<file path="src/rtl/nco_i2c_pkg.sv">
// nco_i2c_pkg: control-bit positions, group sizes, FSM state encoding and the
// byte-count helper shared by the NCO I2C configuration master.
package nco_i2c_pkg;

    localparam int CTRL_E = 0;
    localparam int CTRL_S = 1;
    localparam int CTRL_F = 2;
    localparam int CTRL_D = 3;

    localparam int FREQ_BYTES = 8;
    localparam int DUTY_BYTES = 2;

    typedef logic [3:0] state_t;

    localparam state_t ST_IDLE    = 4'd0;
    localparam state_t ST_START_A = 4'd1;
    localparam state_t ST_START_B = 4'd2;
    localparam state_t ST_BIT     = 4'd3;
    localparam state_t ST_ACK     = 4'd4;
    localparam state_t ST_STOP_A  = 4'd5;
    localparam state_t ST_STOP_B  = 4'd6;
    localparam state_t ST_STOP_C  = 4'd7;
    localparam state_t ST_DONE    = 4'd8;

    function automatic logic [3:0] n_bytes(input logic f, input logic d);
        n_bytes = 4'd2 + (f ? 4'(FREQ_BYTES) : 4'd0) + (d ? 4'(DUTY_BYTES) : 4'd0);
    endfunction

endpackage

</file>
<file path="src/rtl/nco_i2c_cfg_master_tick.sv">
// i2c_quarter_tick: SCL quarter-period divider; 'hold' freezes the count so a
// stretched SCL low phase extends the current quarter.
module i2c_quarter_tick #(
    parameter int unsigned QUARTER = 250
) (
    input  logic clk,
    input  logic rst,
    input  logic run,
    input  logic hold,
    output logic tick
);

    logic [15:0] cnt_r;
    logic        at_end_s;

    assign at_end_s = (cnt_r == 16'(QUARTER - 1));
    assign tick     = run && !hold && at_end_s;

    // Quarter counter: idles at zero, wraps on each tick, frozen while held.
    always_ff @(posedge clk) begin
        if (rst) begin
            cnt_r <= 16'd0;
        end else if (!run) begin
            cnt_r <= 16'd0;
        end else if (hold) begin
            cnt_r <= cnt_r;
        end else if (at_end_s) begin
            cnt_r <= 16'd0;
        end else begin
            cnt_r <= cnt_r + 16'd1;
        end
    end

endmodule

</file>
<file path="src/rtl/nco_i2c_cfg_master.sv">
// nco_i2c_cfg_master: write-only I2C master pushing control/frequency/duty to the NCO slave.
// Optional slave clock stretching is enabled by defining NCO_I2C_STRETCH_EN.
module nco_i2c_cfg_master
    import nco_i2c_pkg::*;
#(
    parameter logic [6:0]  SLAVE_ADDR = 7'h6A,
    parameter int unsigned QUARTER    = 250
) (
    input  logic        clk,
    input  logic        rst,
    input  logic        req_valid,
    output logic        req_ready,
    input  logic        cfg_enable,
    input  logic        cfg_wave,
    input  logic        cfg_send_freq,
    input  logic        cfg_send_duty,
    input  logic [63:0] cfg_freq,
    input  logic [15:0] cfg_duty,
    output logic        busy,
    output logic        done,
    output logic        nack,
    output logic        scl_oe,
    output logic        sda_oe,
    input  logic        scl_i,
    input  logic        sda_i
);

    state_t      state_r, state_nx;
    logic [1:0]  phase_r, phase_nx;
    logic [2:0]  bit_r, bit_nx;
    logic [3:0]  byte_r, byte_nx;
    logic [3:0]  nbytes_r, nbytes_nx;
    logic [95:0] frame_r, frame_nx;
    logic        ackerr_r, ackerr_nx;
    logic        req_ready_r, busy_r, done_r, nack_r, scl_oe_r, sda_oe_r;
    logic [7:0]  ctrl_s;
    logic        accept_s, run_s, hold_s, tick_s;
    logic [1:0]  drive_s;

    // Whole transfer is packed MSB-first so the current bit is always frame_r[95].
    function automatic logic [95:0] build_frame(input logic [7:0] a, input logic [7:0] c,
                                                input logic f, input logic d,
                                                input logic [63:0] fq, input logic [15:0] dt);
        case ({f, d})
            2'b11:   build_frame = {a, c, fq, dt};
            2'b10:   build_frame = {a, c, fq, 16'h0000};
            2'b01:   build_frame = {a, c, dt, 64'h0};
            default: build_frame = {a, c, 80'h0};
        endcase
    endfunction

    // Returns {scl_oe, sda_oe} for a given state/phase and outgoing data bit.
    function automatic logic [1:0] line_drive(input state_t st, input logic [1:0] ph, input logic b);
        case (st)
            ST_START_B: line_drive = 2'b01;
            ST_BIT:     line_drive = {(ph == 2'd0) || (ph == 2'd3), ~b};
            ST_ACK:     line_drive = {(ph == 2'd0) || (ph == 2'd3), 1'b0};
            ST_STOP_A:  line_drive = 2'b11;
            ST_STOP_B:  line_drive = 2'b01;
            default:    line_drive = 2'b00;
        endcase
    endfunction

    // Control byte assembly from the request flags.
    always_comb begin
        ctrl_s         = 8'h00;
        ctrl_s[CTRL_E] = cfg_enable;
        ctrl_s[CTRL_S] = cfg_wave;
        ctrl_s[CTRL_F] = cfg_send_freq;
        ctrl_s[CTRL_D] = cfg_send_duty;
    end

    assign accept_s = (state_r == ST_IDLE) && req_valid;
    assign run_s    = (state_r != ST_IDLE) && (state_r != ST_DONE);

`ifdef NCO_I2C_STRETCH_EN
    assign hold_s = ((state_r == ST_BIT) || (state_r == ST_ACK)) && (phase_r == 2'd1) && !scl_i;
`else
    logic unused_scl_s;
    assign unused_scl_s = scl_i;
    assign hold_s       = 1'b0;
`endif

    i2c_quarter_tick #(.QUARTER(QUARTER)) u_tick (
        .clk  (clk),
        .rst  (rst),
        .run  (run_s),
        .hold (hold_s),
        .tick (tick_s)
    );

    // Next-state logic: phases advance only on quarter ticks.
    always_comb begin
        state_nx  = state_r;
        phase_nx  = phase_r;
        bit_nx    = bit_r;
        byte_nx   = byte_r;
        frame_nx  = frame_r;
        nbytes_nx = nbytes_r;
        ackerr_nx = ackerr_r;
        if (accept_s) begin
            state_nx  = ST_START_A;
            phase_nx  = 2'd0;
            bit_nx    = 3'd7;
            byte_nx   = 4'd0;
            ackerr_nx = 1'b0;
            nbytes_nx = n_bytes(cfg_send_freq, cfg_send_duty);
            frame_nx  = build_frame({SLAVE_ADDR, 1'b0}, ctrl_s, cfg_send_freq, cfg_send_duty,
                                    cfg_freq, cfg_duty);
        end else if (state_r == ST_DONE) begin
            state_nx = ST_IDLE;
        end else if (tick_s) begin
            case (state_r)
                ST_START_A: state_nx = ST_START_B;
                ST_START_B: state_nx = ST_BIT;
                ST_BIT: begin
                    phase_nx = phase_r + 2'd1;
                    if (phase_r == 2'd3) begin
                        frame_nx = {frame_r[94:0], 1'b0};
                        if (bit_r == 3'd0) begin
                            state_nx = ST_ACK;
                        end else begin
                            bit_nx = bit_r - 3'd1;
                        end
                    end else begin
                        frame_nx = frame_r;
                    end
                end
                ST_ACK: begin
                    phase_nx = phase_r + 2'd1;
                    // The tick in p2 is exactly its last clock: the ACK sample point.
                    if (phase_r == 2'd2) begin
                        ackerr_nx = ackerr_r | sda_i;
                    end else begin
                        ackerr_nx = ackerr_r;
                    end
                    if (phase_r == 2'd3) begin
                        bit_nx = 3'd7;
                        if (ackerr_r || (byte_r == nbytes_r - 4'd1)) begin
                            state_nx = ST_STOP_A;
                        end else begin
                            state_nx = ST_BIT;
                            byte_nx  = byte_r + 4'd1;
                        end
                    end else begin
                        bit_nx = bit_r;
                    end
                end
                ST_STOP_A: state_nx = ST_STOP_B;
                ST_STOP_B: state_nx = ST_STOP_C;
                ST_STOP_C: state_nx = ST_DONE;
                default:   state_nx = ST_IDLE;
            endcase
        end else begin
            state_nx = state_r;
        end
    end

    assign drive_s = line_drive(state_nx, phase_nx, frame_nx[95]);

    // State and registered outputs, decoded from the next state so pads track phases exactly.
    always_ff @(posedge clk) begin
        if (rst) begin
            state_r     <= ST_IDLE;
            phase_r     <= 2'd0;
            bit_r       <= 3'd7;
            byte_r      <= 4'd0;
            nbytes_r    <= 4'd2;
            frame_r     <= 96'h0;
            ackerr_r    <= 1'b0;
            req_ready_r <= 1'b1;
            busy_r      <= 1'b0;
            done_r      <= 1'b0;
            nack_r      <= 1'b0;
            scl_oe_r    <= 1'b0;
            sda_oe_r    <= 1'b0;
        end else begin
            state_r     <= state_nx;
            phase_r     <= phase_nx;
            bit_r       <= bit_nx;
            byte_r      <= byte_nx;
            nbytes_r    <= nbytes_nx;
            frame_r     <= frame_nx;
            ackerr_r    <= ackerr_nx;
            req_ready_r <= (state_nx == ST_IDLE);
            busy_r      <= (state_nx != ST_IDLE) && (state_nx != ST_DONE);
            done_r      <= (state_nx == ST_DONE);
            scl_oe_r    <= drive_s[1];
            sda_oe_r    <= drive_s[0];
            if (accept_s) begin
                nack_r <= 1'b0;
            end else if (state_nx == ST_DONE) begin
                nack_r <= ackerr_r;
            end else begin
                nack_r <= nack_r;
            end
        end
    end

    assign req_ready = req_ready_r;
    assign busy      = busy_r;
    assign done      = done_r;
    assign nack      = nack_r;
    assign scl_oe    = scl_oe_r;
    assign sda_oe    = sda_oe_r;

endmodule

</file>
<file path="config.mk">
export PLATFORM = sky130hd
export DESIGN_NAME = nco_i2c_cfg_master
export DESIGN_NICKNAME = d
export VERILOG_FILES = /design/src/rtl/nco_i2c_pkg.sv /design/src/rtl/nco_i2c_cfg_master_tick.sv /design/src/rtl/nco_i2c_cfg_master.sv
export SDC_FILE = /design/constraint.sdc
export NUM_CORES = 1
export LEC_CHECK = 0
export ABC_AREA = 1
export CAP_MARGIN = 20
export CORE_ASPECT_RATIO = 1.75
export CORE_MARGIN = 4
export CORE_UTILIZATION = 38
export CTS_BUF_LIST = sky130_fd_sc_hd__clkbuf_2
export DETAILED_ROUTE_END_ITERATION = 12
export GPL_TIMING_DRIVEN = 0
export HOLD_SLACK_MARGIN = 0.1
export PLACE_DENSITY = 0.58
export SLEW_MARGIN = 0
export SYNTH_ARGS = -nofsm -noshare
export SYNTH_HDL_FRONTEND = slang
export SYNTH_SLANG_ARGS = --single-unit
export TNS_END_PERCENT = 1
</file>
<file path="constraint.sdc">
create_clock -name clk -period 5.2 [get_ports clk]
set_clock_uncertainty 0.2 [all_clocks]
set_input_delay 0.52 -clock clk [delete_from_list [all_inputs] [get_ports clk]]
set_output_delay 0.52 -clock clk [all_outputs]
set_load 0.05 [all_outputs]
</file>
==> summary.md, run 1 <==
| Metric | Value |
|---|---|
| Internal cell power | 1.47 mW |
| Sequential power share | 53.7% |
| Hold Path Class | input pin to flop |
| Resized cells post-CTS | 0 |
| Hold path startpoint | cfg_freq[24] |
| DR WL/cell | 15.9 um |
| Worst path slowest cell | clkdlybuf4s50_1 |
| Net Switching | 0.633 mW |
| Total wire length | 18100 um |
| R2R setup slack | 2.82 ns |
| Die Y | 180 um |
| CTS Root Cell | clkbuf_2 |
| Yosys top cell by area | dfxtp_1 |
| Largest stage delay, worst path | 0.81 ns |
| Critical-path maximum fanout | 1 |
| GRT overflow | 0 |
| Final ANT Viol Nets | 0 |
| Setup TNS | 0 ns |
| Post-synth design cell area | 0.00639 mm2 |
| RSZ-0062 raised after global routing | false |
| DP Area | 0.00760 mm2 |
| Power Dens Cells | 268 mW/mm2 |
| CTS Buffer Depth | 2 |
| Core area | 0.0164 mm2 |
| Mapped Cells | 788 |
| CTS Buf Count | 17 |
| Layout area overhead | 22.9% |
| Crit path capture type | primary output |
| Comb power frac | 14.8% |
| Initial drt markers | 317 |
| Clock network fraction of design power | 31.5% |
| Crit path cell chain | clkdlybuf4s50_1 |
| Die ar. | 0.0190 mm2 |
| I/O pin total | 95 |
| Worst setup startpoint | sda_oe |
| Fin. Hold Viols | 0 |
| Dpl hpwl | 13700 um |
| Final worst path period need | 2.58 ns |
| Outcome | complete, no violations |
| FF-to-FF path depth | 10 |
| Synth area leaders | dfxtp_1 42%, a221oi_2 9.4%, nand2_1 8.2%, o21ai_0 6.3%, nor2_1 5.1% |
| Largest net degree at the start of global routing | 17 |
| Post-route design area | 0.00785 mm2 |
| Crit share post-route | 49.7% |
| Fmax | 387 MHz |
| NumNets Final | 997 |
| Post-synth net total | 885 |
| Avg Cell Area, Syn | 8.11 um2 |
| CTS sink cnt | 135 |
| Reg-to-reg endpoint | frame_r[21] |
| Switching share of power | 30.1% |
| Slew @ Worst Pin | 0.595 ns |
| CP arrival | 1.86 ns |
| Top-count cell post-synth | nand2_1 |
| Post-CTS Setup Inserts | 0 |
| Detailed-route DRC error count | 0 |
| Critical Path RT | 4.48 ns |
| Post-synth top area share | 42.3% |
| Startpoint of the worst register-to-register path | u_tick.cnt_r[0] |
| Total of max-cap violations | 0 |
| Ratio of cells with drive above 1 in the final layout | 16.0% |
| Critical path type | flop to primary output |
| Predominant post-synthesis flop cell | dfxtp_1 |
| WHS Path Cells | 3 |
| Worst-path clk slew | 0.25 ns |
| Slew HR | 60.3% |
| Synth cell types | 46 |
| Die Wd | 106 um |
| Number of I/O port buffers | 93 |
| Min-Delay Endpoint | frame_r[40] |
| Vias/cell | 5.18 |
| Leakage power | 3.05 nW |
| Peak supply drop | 153 uV |
| Buf/Inv on CP | 1 |
| Via count | 5892 |
| Placement row count | 62 |
| Startpoint Class | flop |
| Register area share after synthesis | 42.3% |
| Async set-reset flop share out of synthesis | 0% |
| Delay-heaviest family, CP | buffers and inverters |
| H-tree depth | 4 |
| Synth top cells by count | 140 x nand2_1, 135 x dfxtp_1, 87 x nor2_1, 80 x o21ai_0, 63 x a21oi_1 |
| Yosys synthesis warning count | 0 |
| Post-synth EDFFs | 0 |
| Number of global-route vias before repair | 6100 |
| Total GRT Usage | 19.2% |
| Worst-Skew Late Latency | 0.69 ns |
| RD Place Congestion | 0.855 |
| CTS tree | done |
| Count of pins over their slew limit | 0 |
| Post-synthesis register bit count | 135 |
| Initial antenna violation count | 1 |
| First-pass DRT Iterations | 4 |
| Initial Utilization | 38.8% |
| Setup Viol. Count Final | 0 |
| First-pass GRT wire length | 29400 um |
| Cts hold-fix bufs | 0 |
==> per-layer routing <==
layer / wire, um / track usage, %
met1: 7050 / 19.7
met2: 9820 / 36.5
met3: 714 / 4.20
met4: 463 / 8.25
met5: 0 / 0
==> flip-flops by register name (all words and copies together), names as in the netlist <==
register      flops
byte_r            4
ackerr_r          1
scl_oe            1
req_ready         1
state_r           4
nbytes_r          3
busy              1
frame_r          96
u_tick.cnt_r     16
bit_r             3
nack              1
phase_r           2
sda_oe            1
done              1
==> worst max-delay path by stage <==
| stage | to | slack, ns | cells after the start |
|---|---|---|---|
| 6_report | sda_oe | 2.62 | 1 |
| 5_1_grt | sda_oe | 2.50 | 1 |
| 4_1_cts | sda_oe | 2.54 | 1 |
| 3_5_place_dp | frame_r[45] | 2.45 | 8 |
| 3_3_place_gp | u_tick.cnt_r[14] | 2.43 | 5 |
| 2_1_floorplan | sda_oe | 3.26 | 14 |
==> final cells by class <==
type / count / area, um2
Tap cell: 224 / 280
Antenna cell: 1 / 2.50
Fill cell: 1723 / 8590
Timing Repair Buffer: 93 / 931
Inverter: 55 / 206
Sequential cell: 135 / 2700
Multi-Input combinational cell: 550 / 3200
Clock inverter: 15 / 165
Buffer: 48 / 280
Clock buffer: 17 / 85.1
==> power by group through the flow <==
stage               Combinational (mW)  Clock, mW  Sequential (mW)
finish                           0.310      0.663             1.13
global route                     0.343      0.728             1.14
CTS                              0.313      0.682             1.13
detailed placement               0.311          0             1.15
global placement                 0.310          0             1.15
floorplan                        0.176          0             1.14
==> layout by cell type (no fill, tap or decap), types with 6 or more instances in the layout <==
cell type / Yosys / final
inv_2: 11 / 11
o21ai_0: 80 / 80
clkbuf_1: 14 / 14
a221oi_2: 40 / 40
nand2_2: 8 / 8
ha_1: 8 / 8
buf_2: 20 / 20
nand2_1: 140 / 140
a21oi_1: 63 / 63
inv_1: 43 / 43
nor2_1: 87 / 87
inv_6: 0 / 6
a31oi_1: 14 / 14
nand3_1: 19 / 19
clkbuf_2: 0 / 17
dfxtp_1: 135 / 135
a22oi_1: 11 / 11
buf_6: 6 / 6
buf_4: 8 / 8
nor3_1: 9 / 9
clkdlybuf4s50_1: 0 / 93
o21ai_1: 13 / 13
==> cells by family after synthesis <==
family	Yosys count	share of synthesized area (%)
AOI/OAI and AO/OA	249	28.1
xor gates and xnor gates	1	0.137
adders and majority gates	8	1.57
buffers and inverters	103	7.62
DFF	135	42.3
and+or+nand+nor	292	20.3
==> through the flow <==
step / hold slack (ns) / cells / power [mW] / utilization, % / setup WS [ns]
2_1_floorplan: 0.239 / 788 / 1.32 / - / 3.26
3_3_place_gp: 0.249 / 1105 / 1.46 / 46.2 / 2.43
3_5_place_dp: 0.257 / 1105 / 1.46 / 46.2 / 2.45
4_1_cts: 0.170 / 1137 / 2.12 / 47.7 / 2.54
5_1_grt: 0.154 / 1138 / 2.21 / 47.7 / 2.50
6_report: 0.217 / 1138 / 2.10 / 47.7 / 2.62
No activity file was read; power rests on OpenSTA's default activity.
==> run 2, diff against run 1 <==
--- a/config.mk
+++ b/config.mk
@@ -14,7 +14,7 @@
 export DETAILED_ROUTE_END_ITERATION = 12
 export GPL_TIMING_DRIVEN = 0
 export HOLD_SLACK_MARGIN = 0.1
-export PLACE_DENSITY = 0.58
+export PLACE_DENSITY = 0.61
 export SLEW_MARGIN = 0
 export SYNTH_ARGS = -nofsm -noshare
 export SYNTH_HDL_FRONTEND = slang
==> constraint.sdc (replaced) <==
create_clock -name clk -period 2.2 [get_ports clk]
set_clock_uncertainty 0.2 [all_clocks]
set_input_delay 0.22 -clock clk [delete_from_list [all_inputs] [get_ports clk]]
set_output_delay 0.22 -clock clk [all_outputs]
set_load 0.05 [all_outputs]
==> run 2 against run 1 <==
Power is 140% higher. Global-route usage is 0.88 points higher. Register-to-register slack worse by 2.8 ns. Routed wire length is 8.2% higher. Non-clock buffer count is 106 higher. Count of clock-buffer cells in the layout is 1 higher. Sequential share of layout area is 5.2 points lower. Combinational power grew to 3.1 times the previous value. Hold slack worse by 0.052 ns. Critical path depth is 12 higher. Clock power is 120% higher. Critical path type is now flop to flop. Critical endpoint is now scl_oe. Largest power group unchanged.
==> summary.md, run 2 (synthesized netlist as in run 1, its figures left out) <==
| Metric | Value |
|---|---|
| NumNets Final | 1103 (+11%) |
| Number of global-route vias before repair | 6566 (+7.6%) |
| First-pass DRT Iterations | 5 (+1) |
| Ratio of cells with drive above 1 in the final layout | 22.9% (+6.9 points) |
| Initial antenna violation count | 1 (unchanged) |
| Total of max-cap violations | 0 (unchanged) |
| Crit share post-route | 98.6% |
| Crit path capture type | flop |
| Most frequent cells in the layout | 130 x nand2_1, 118 x dfxtp_1, 87 x dlygate4sd3_1, 87 x clkdlybuf4s50_1, 80 x o21ai_0 |
| Number of I/O port buffers | 93 (unchanged) |
| Fmax | 461 MHz |
| CTS Buffer Depth | 2 (unchanged) |
| Outcome | complete, no violations |
| Placement row count | 62 (unchanged) |
| CTS Buf Count | 17 (unchanged) |
| Most flop-heavy register | frame_r |
| Post-route design area | 0.00933 mm2 (+19%) |
| Critical path type | flop to flop |
| Startpoint of the worst register-to-register path | u_tick.cnt_r[9] |
| I/O pin total | 95 (unchanged) |
| Sequential power share | 52.3% (-1.4 points) |
| Core area | 0.0164 mm2 (unchanged) |
| CTS Root Cell | clkbuf_2 |
| Hold Path Class | input pin to flop |
| CTS tree | done |
| Setup Viol. Count Final | 0 (unchanged) |
| Dpl hpwl | 13300 um (-2.5%) |
| Internal cell power | 3.52 mW (+140%) |
| Clock network fraction of design power | 29.1% (-2.4 points) |
| Peak supply drop | 331 uV (+120%) |
| H-tree depth | 4 (unchanged) |
| DR WL/cell | 15.7 um (-1.0%) |
| RSZ-0062 raised after global routing | true |
| Initial drt markers | 276 (-13%) |
| Via count | 6473 (+9.9%) |
| Detailed-route DRC error count | 0 (unchanged) |
| Fill count | 1537 (-11%) |
| Initial Utilization | 38.8% (unchanged) |
| Die Y | 180 um (unchanged) |
| RD Place Congestion | 0.827 (-3.2%) |
| GRT overflow | 0 (unchanged) |
| Critical-path maximum fanout | 6 (+5) |
| Worst-Skew Late Latency | 0.70 ns (about the same) |
| Worst setup startpoint | u_tick.cnt_r[9] |
| Die Wd | 106 um (unchanged) |
| Max FFs per register | 96 (unchanged) |
| Net Switching | 1.58 mW (+150%) |
| Hold path startpoint | req_valid |
| DP Area | 0.00760 mm2 (unchanged) |
| Total wire length | 19500 um (+8.2%) |
| Leakage power | 3.63 nW (+19%) |
| Worst-path clk slew | 0.25 ns (about the same) |
| CP arrival | 2.60 ns (+0.74 ns) |
| Slew HR | 63.1% (+2.8 points) |
| Layout area overhead | 46.0% |
| Biggest regs | frame_r x96, u_tick.cnt_r x16 |
| Switching share of power | 31.0% (+0.87 points) |
| Comb power frac | 18.6% (+3.8 points) |
| Most common cell after layout, fill and taps aside | nand2_1 |
| Largest net degree at the start of global routing | 17 (unchanged) |
| CTS sink cnt | 135 (unchanged) |
| Vias/cell | 5.20 (+0.50%) |
| Hold WS | 0.165 ns (-0.0524 ns) |
| Count of pins over their slew limit | 0 (unchanged) |
| Total GRT Usage | 20.1% (+0.88 points) |
| Critical Path RT | 2.63 ns (-1.85 ns) |
| Die ar. | 0.0190 mm2 (unchanged) |
| Slew @ Worst Pin | 0.553 ns (-0.0423 ns) |
| Startpoint Class | flop |
| Fin. Hold Viols | 0 (unchanged) |
| Final ANT Viol Nets | 0 (unchanged) |
| Power Dens Cells | 548 mW/mm2 (+100%) |
| Final worst path period need | 2.17 ns |
| First-pass GRT wire length | 31300 um (+6.4%) |
-- run 2: what timing repair did --
item,4_1_cts,5_1_grt
hold endpoints to repair,87,0
gates cloned,0,3
hold buffers,87,0
endpoints found under the setup margin,100,104
buffers inserted,0,16
pin swaps,0,26
resized for setup,25,102
-- run 2: path summary, 6_finish.rpt --
path	to	cells after the start	slack, ns
min reg2reg	frame_r[85]	2	0.25
max	scl_oe	13	0.03
max reg2reg	scl_oe	13	0.03
min	frame_r[82]	5	0.16
-- run 2: metal layers --
metal | part of all wire (%) | vias to the layer above | routed length, um | GRT usage (%)
li1 | - | 3196 | - | -
met1 | 38 | 3053 | 7520 | 21.2
met2 | 54 | 167 | 10600 | 37.3
met3 | 3.4 | 57 | 667 | 3.48
met4 | 3.6 | 0 | 709 | 10.5
met5 | 0 | - | 0 | 0
-- run 2: power by group through the flow --
stage / Clock, mW / Sequential [mW] / Combinational, mW
after floorplan: 0 / 2.71 / 0.415
after global placement: 0 / 2.71 / 0.730
after detailed placement: 0 / 2.71 / 0.730
after CTS: 1.52 / 2.67 / 0.863
after global routing: 1.62 / 2.69 / 1.04
final: 1.48 / 2.67 / 0.952
-- run 2: area by class of cell --
class	count	area (um2)	share of cell area, %
clock buffer	18	90.1	0.966
antenna	1	2.50	0.0268
timing repair buffer	199	1990	21.3
buffer	48	359	3.85
multi-input combinational	550	3520	37.8
sequential	135	2730	29.3
tap	224	280	3.01
clock inverter	14	139	1.49
inverter	55	216	2.32
-- run 2: critical path: stages, from the launching register on --
cell and delay (ns):
dfxtp_2 0.40, nor2_1 0.09, nand2_1 0.08, nor2_2 0.16, nand2_2 0.12, nor2_8 0.19
nand2_2 0.10, a21oi_4 0.23, nand2_4 0.12, nor2_2 0.11, nor2_1 0.05, nand2_1 0.06
nand2_2 0.06, nor2_2 0.12
-- run 2: stage by stage --
step	std cells	TNS, ns	power, mW	utilization [%]	worst slack [ns]
after floorplan	788	0	3.12	-	0.265
after global placement	1105	-11.19	3.44	46.2	-0.295
after detailed placement	1105	-10.62	3.44	46.2	-0.233
after CTS	1224	-0.148	5.04	53.2	-0.0360
after global routing	1244	-1.09	5.34	56.7	-0.0994
final	1244	0	5.11	56.7	0.0314
==> run 3, diff against run 2 <==
--- a/config.mk
+++ b/config.mk
@@ -5,16 +5,16 @@
 export SDC_FILE = /design/constraint.sdc
 export NUM_CORES = 1
 export LEC_CHECK = 0
-export ABC_AREA = 1
+export ABC_AREA = 0
 export CAP_MARGIN = 20
 export CORE_ASPECT_RATIO = 1.75
 export CORE_MARGIN = 4
 export CORE_UTILIZATION = 38
-export CTS_BUF_LIST = sky130_fd_sc_hd__clkbuf_2
 export DETAILED_ROUTE_END_ITERATION = 12
 export GPL_TIMING_DRIVEN = 0
 export HOLD_SLACK_MARGIN = 0.1
 export PLACE_DENSITY = 0.61
+export SKIP_CTS_REPAIR_TIMING = 1
 export SLEW_MARGIN = 0
 export SYNTH_ARGS = -nofsm -noshare
 export SYNTH_HDL_FRONTEND = slang
==> run 3 against run 2 <==
The run now ends with setup timing left. Register-to-register slack got worse by 0.74 ns. Routed wire length fell by 13%. Global-route usage fell by 1.6 points. Area after synthesis fell by 4.8%. First-iteration DRC count fell by 32%. Setup slack got worse by 0.74 ns. Count of clock-buffer cells in the layout did not move. Power rose by 24%. Sequential power barely moved. Fmax fell by 25%. Synthesized cell count fell by 4.1%. Final area fell by 11%.
==> summary.md, run 3 <==
| Metric | Value |
|---|---|
| Layout area overhead | 36.5% |
| CTS Buffer Depth | 2 (unchanged) |
| Vias/cell | 5.35 (+2.9%) |
| GRT overflow | 0 (unchanged) |
| Total wire length | 16900 um (-13%) |
| Die ar. | 0.0182 mm2 (-4.5%) |
| Dpl ws | -0.893 ns (-0.660 ns) |
| Die Wd | 104 um (-2.2%) |
| RD Place Congestion | 0.787 (-4.9%) |
| Core area | 0.0158 mm2 (-3.9%) |
| Fmax | 344 MHz (-25%) |
| CTS tree | done |
| Post-synthesis register bit count | 135 (unchanged) |
| NumNets Final | 972 (-12%) |
| Critical path type | flop to flop |
| Number of global-route vias before repair | 5849 (-11%) |
| Most flop-heavy register | frame_r |
| Async set-reset flop share out of synthesis | 0% (unchanged) |
| First-pass DRT Iterations | 5 (unchanged) |
| Hold WS | 0.153 ns (-0.0122 ns) |
| Simple-Gate Fraction of Synth Area | 21.3% (+0.99 points) |
| Detailed-route DRC error count | 0 (unchanged) |
| Synth top cells by count | 135 x dfxtp_1, 122 x nor2_1, 98 x nand2_1, 81 x a211oi_1, 71 x o21ai_0 |
| Register area share after synthesis | 44.4% (+2.1 points) |
| Area of the multi-input gates | 0.00333 mm2 (-5.4%) |
| Top-count cell post-synth | dfxtp_1 |
| Synth cell types | 55 (+20%) |
| Multiplexer area fraction after synthesis | 1.01% (+1.0 points) |
| Worst-path clk slew | 0.06 ns (-0.19 ns) |
| Most frequent cells in the layout | 131 x dfxtp_1, 118 x nor2_1, 98 x nand2_1 |
| Post-synth EDFFs | 0 (unchanged) |
| Failing checks | setup timing |
| Dpl hpwl | 12300 um (-7.9%) |
| I/O pin total | 95 (unchanged) |
| Fill count | 1510 (-1.8%) |
| Power Dens Cells | 765 mW/mm2 (+40%) |
| Critical-path maximum fanout | 10 (+4) |
| XOR/XNOR share of the synthesized area | 2.96% (+2.8 points) |
| Yosys top cell by area | dfxtp_1 |
| CTS sink cnt | 135 (unchanged) |
| Hold Path Class | input pin to flop |
| Number of I/O port buffers | 92 (-1.1%) |
| Initial antenna violation count | 0 (-1) |
| Total of max-cap violations | 0 (unchanged) |
| Startpoint Class | flop |
| Synth area leaders | dfxtp_1 44%, a211oi_1 10%, nor2_1 7.5%, nand2_1 6.0%, o21ai_0 5.8% |
| Max FFs per register | 96 (unchanged) |
| Largest net degree at the start of global routing | 17 (unchanged) |
| H-tree depth | 4 (unchanged) |
| Post-synth net total | 853 (-3.6%) |
| Most common cell after layout, fill and taps aside | dfxtp_1 |
| DP Area | 0.00734 mm2 (-3.4%) |
| Setup Viol. Count Final | 128 (+128) |
| First-pass GRT wire length | 27600 um (-12%) |
| Final ANT Viol Nets | 0 (unchanged) |
| Biggest regs | frame_r x96, u_tick.cnt_r x16 |
| Area share of fa/ha/maj cells after synthesis | 1.65% (+0.078 points) |
| Total GRT Usage | 18.5% (-1.6 points) |
| Ratio of cells with drive above 1 in the final layout | 13.9% (-9.0 points) |
| Peak supply drop | 613 uV (+85%) |
| Placement row count | 61 (-1.6%) |
| Post-synth design cell area | 0.00608 mm2 (-4.8%) |
| Complex-gate fraction of the synthesized area | 24.1% (-4.0 points) |
| Setup TNS | -64.48 ns (-64.48 ns) |
| Count of pins over their slew limit | 0 (unchanged) |
| CTS Buf Count | 17 (unchanged) |
| Worst-Skew Late Latency | 0.42 ns (-0.28 ns) |
| Slew @ Worst Pin | 0.745 ns (+0.192 ns) |
| Leakage power | 3.01 nW (-17%) |
| Initial drt markers | 189 (-32%) |
| Final worst path period need | 2.91 ns (+0.739 ns) |
| Yosys synthesis warning count | 0 (unchanged) |
| Slew HR | 50.3% (-13 points) |
| Critical Path RT | 2.27 ns (-0.36 ns) |
| DR WL/cell | 15.7 um (about the same) |
| Crit path capture type | flop |
| Total power | 6.36 mW (+24%) |
| Crit share post-route | 132% (+34 points) |
| Outcome | complete, but fails checks |
| CTS Root Cell | clkbuf_16 |
| Storage cell area | 0.00271 mm2 (-0.69%) |
| Post-synth top area share | 44.4% (+2.1 points) |
| Die Y | 175 um (-2.3%) |
| RSZ-0062 raised after global routing | true |
| Main combinational cell family by area after synthesis | compound AO/OA/AOI/OAI gates |
| Via count | 5767 (-11%) |
| Avg Cell Area, Syn | 8.05 um2 (-0.73%) |
| PnR worst setup slack | -0.707 ns (-0.739 ns) |
| Diode count | 0 (-1) |
| Post-route design area | 0.00830 mm2 (-11%) |
| Initial Utilization | 38.5% (-0.33 points) |
| Fin. Hold Viols | 0 (unchanged) |
| Predominant post-synthesis flop cell | dfxtp_1 |
| Mapped Cells | 756 (-4.1%) |
| CP arrival | 2.98 ns (+0.38 ns) |
[run 3: cell count changes after synthesis, sizes merged, moves of 8 or more]
| cell | previous run | this run |
|---|---|---|
| a211oi | 1 | 81 |
| nand2 | 149 | 99 |
| inv | 54 | 9 |
| a221oi | 45 | 2 |
| a21oi | 64 | 23 |
| clkbuf | 14 | 47 |
| nor2 | 96 | 122 |
| buf | 34 | 12 |
| a31oi | 14 | 1 |
| xor2 | 0 | 12 |
| a22oi | 11 | 19 |
| and3 | 0 | 8 |
[run 3: kinds of logic after synthesis]
family	Yosys count
flip-flops	135
XOR/XNOR	19
multiplexers	6
buffers and inverters	68
AND/OR/NAND/NOR	291
adder cells (fa/ha/maj)	8
AO/OA/AOI/OAI	229
[run 3: per-layer routing]
metal / track usage [%] / up-vias / part of all wire, %
met3: 3.49 / 25 / 2.6
met1: 19.5 / 2728 / 40
met2: 35.6 / 90 / 55
met5: 0 / - / 0
li1: - / 2924 / -
met4: 7.76 / 0 / 2.3
[run 3: worst paths after layout]
path	from	endpoint	slack [ns]	cells past startpoint
worst max-delay path	u_tick.cnt_r[1]	frame_r[5]	-0.71	9
worst min-delay path	cfg_freq[31]	frame_r[47]	0.15	3
worst max register to register	u_tick.cnt_r[1]	frame_r[5]	-0.71	9
worst min register to register	u_tick.cnt_r[0]	u_tick.cnt_r[0]	0.25	1
[run 3: per-stage QoR]
step | instances | util (%)
6_report | 1077 | 52.6
4_1_cts | 1069 | 50.3
3_5_place_dp | 1037 | 46.4
2_1_floorplan | 756 | -
5_1_grt | 1077 | 52.6
3_3_place_gp | 1037 | 46.4
[run 3: critical path: stages (launching register included)]
cell	delay (ns)
dfxtp_2	0.33
inv_2	0.06
ha_4	0.12
or3b_4	0.39
or4_4	0.60
or3_4	0.45
buf_8	0.17
clkbuf_8	0.16
o21ai_1	0.18
a211oi_2	0.09
[run 3: power breakdown]
| group | total [mW] | switching [mW] | internal (mW) |
|---|---|---|---|
| clock | 2.93 | 1.11 | 1.82 |
| sequential | 2.66 | 0.0771 | 2.58 |
| combinational | 0.765 | 0.398 | 0.368 |
| total | 6.36 | 1.59 | 4.77 |
[run 3: cell type report]
type                    instances  area share [%]
flip-flops and latches        135            32.6
plain buffers                  58            4.51
clock inverters                14            2.11
multi-input cells             553            40.1
well taps                     189            2.85
inverters                       9           0.407
clock buffers                  18            5.29
repair buffers                101            12.1
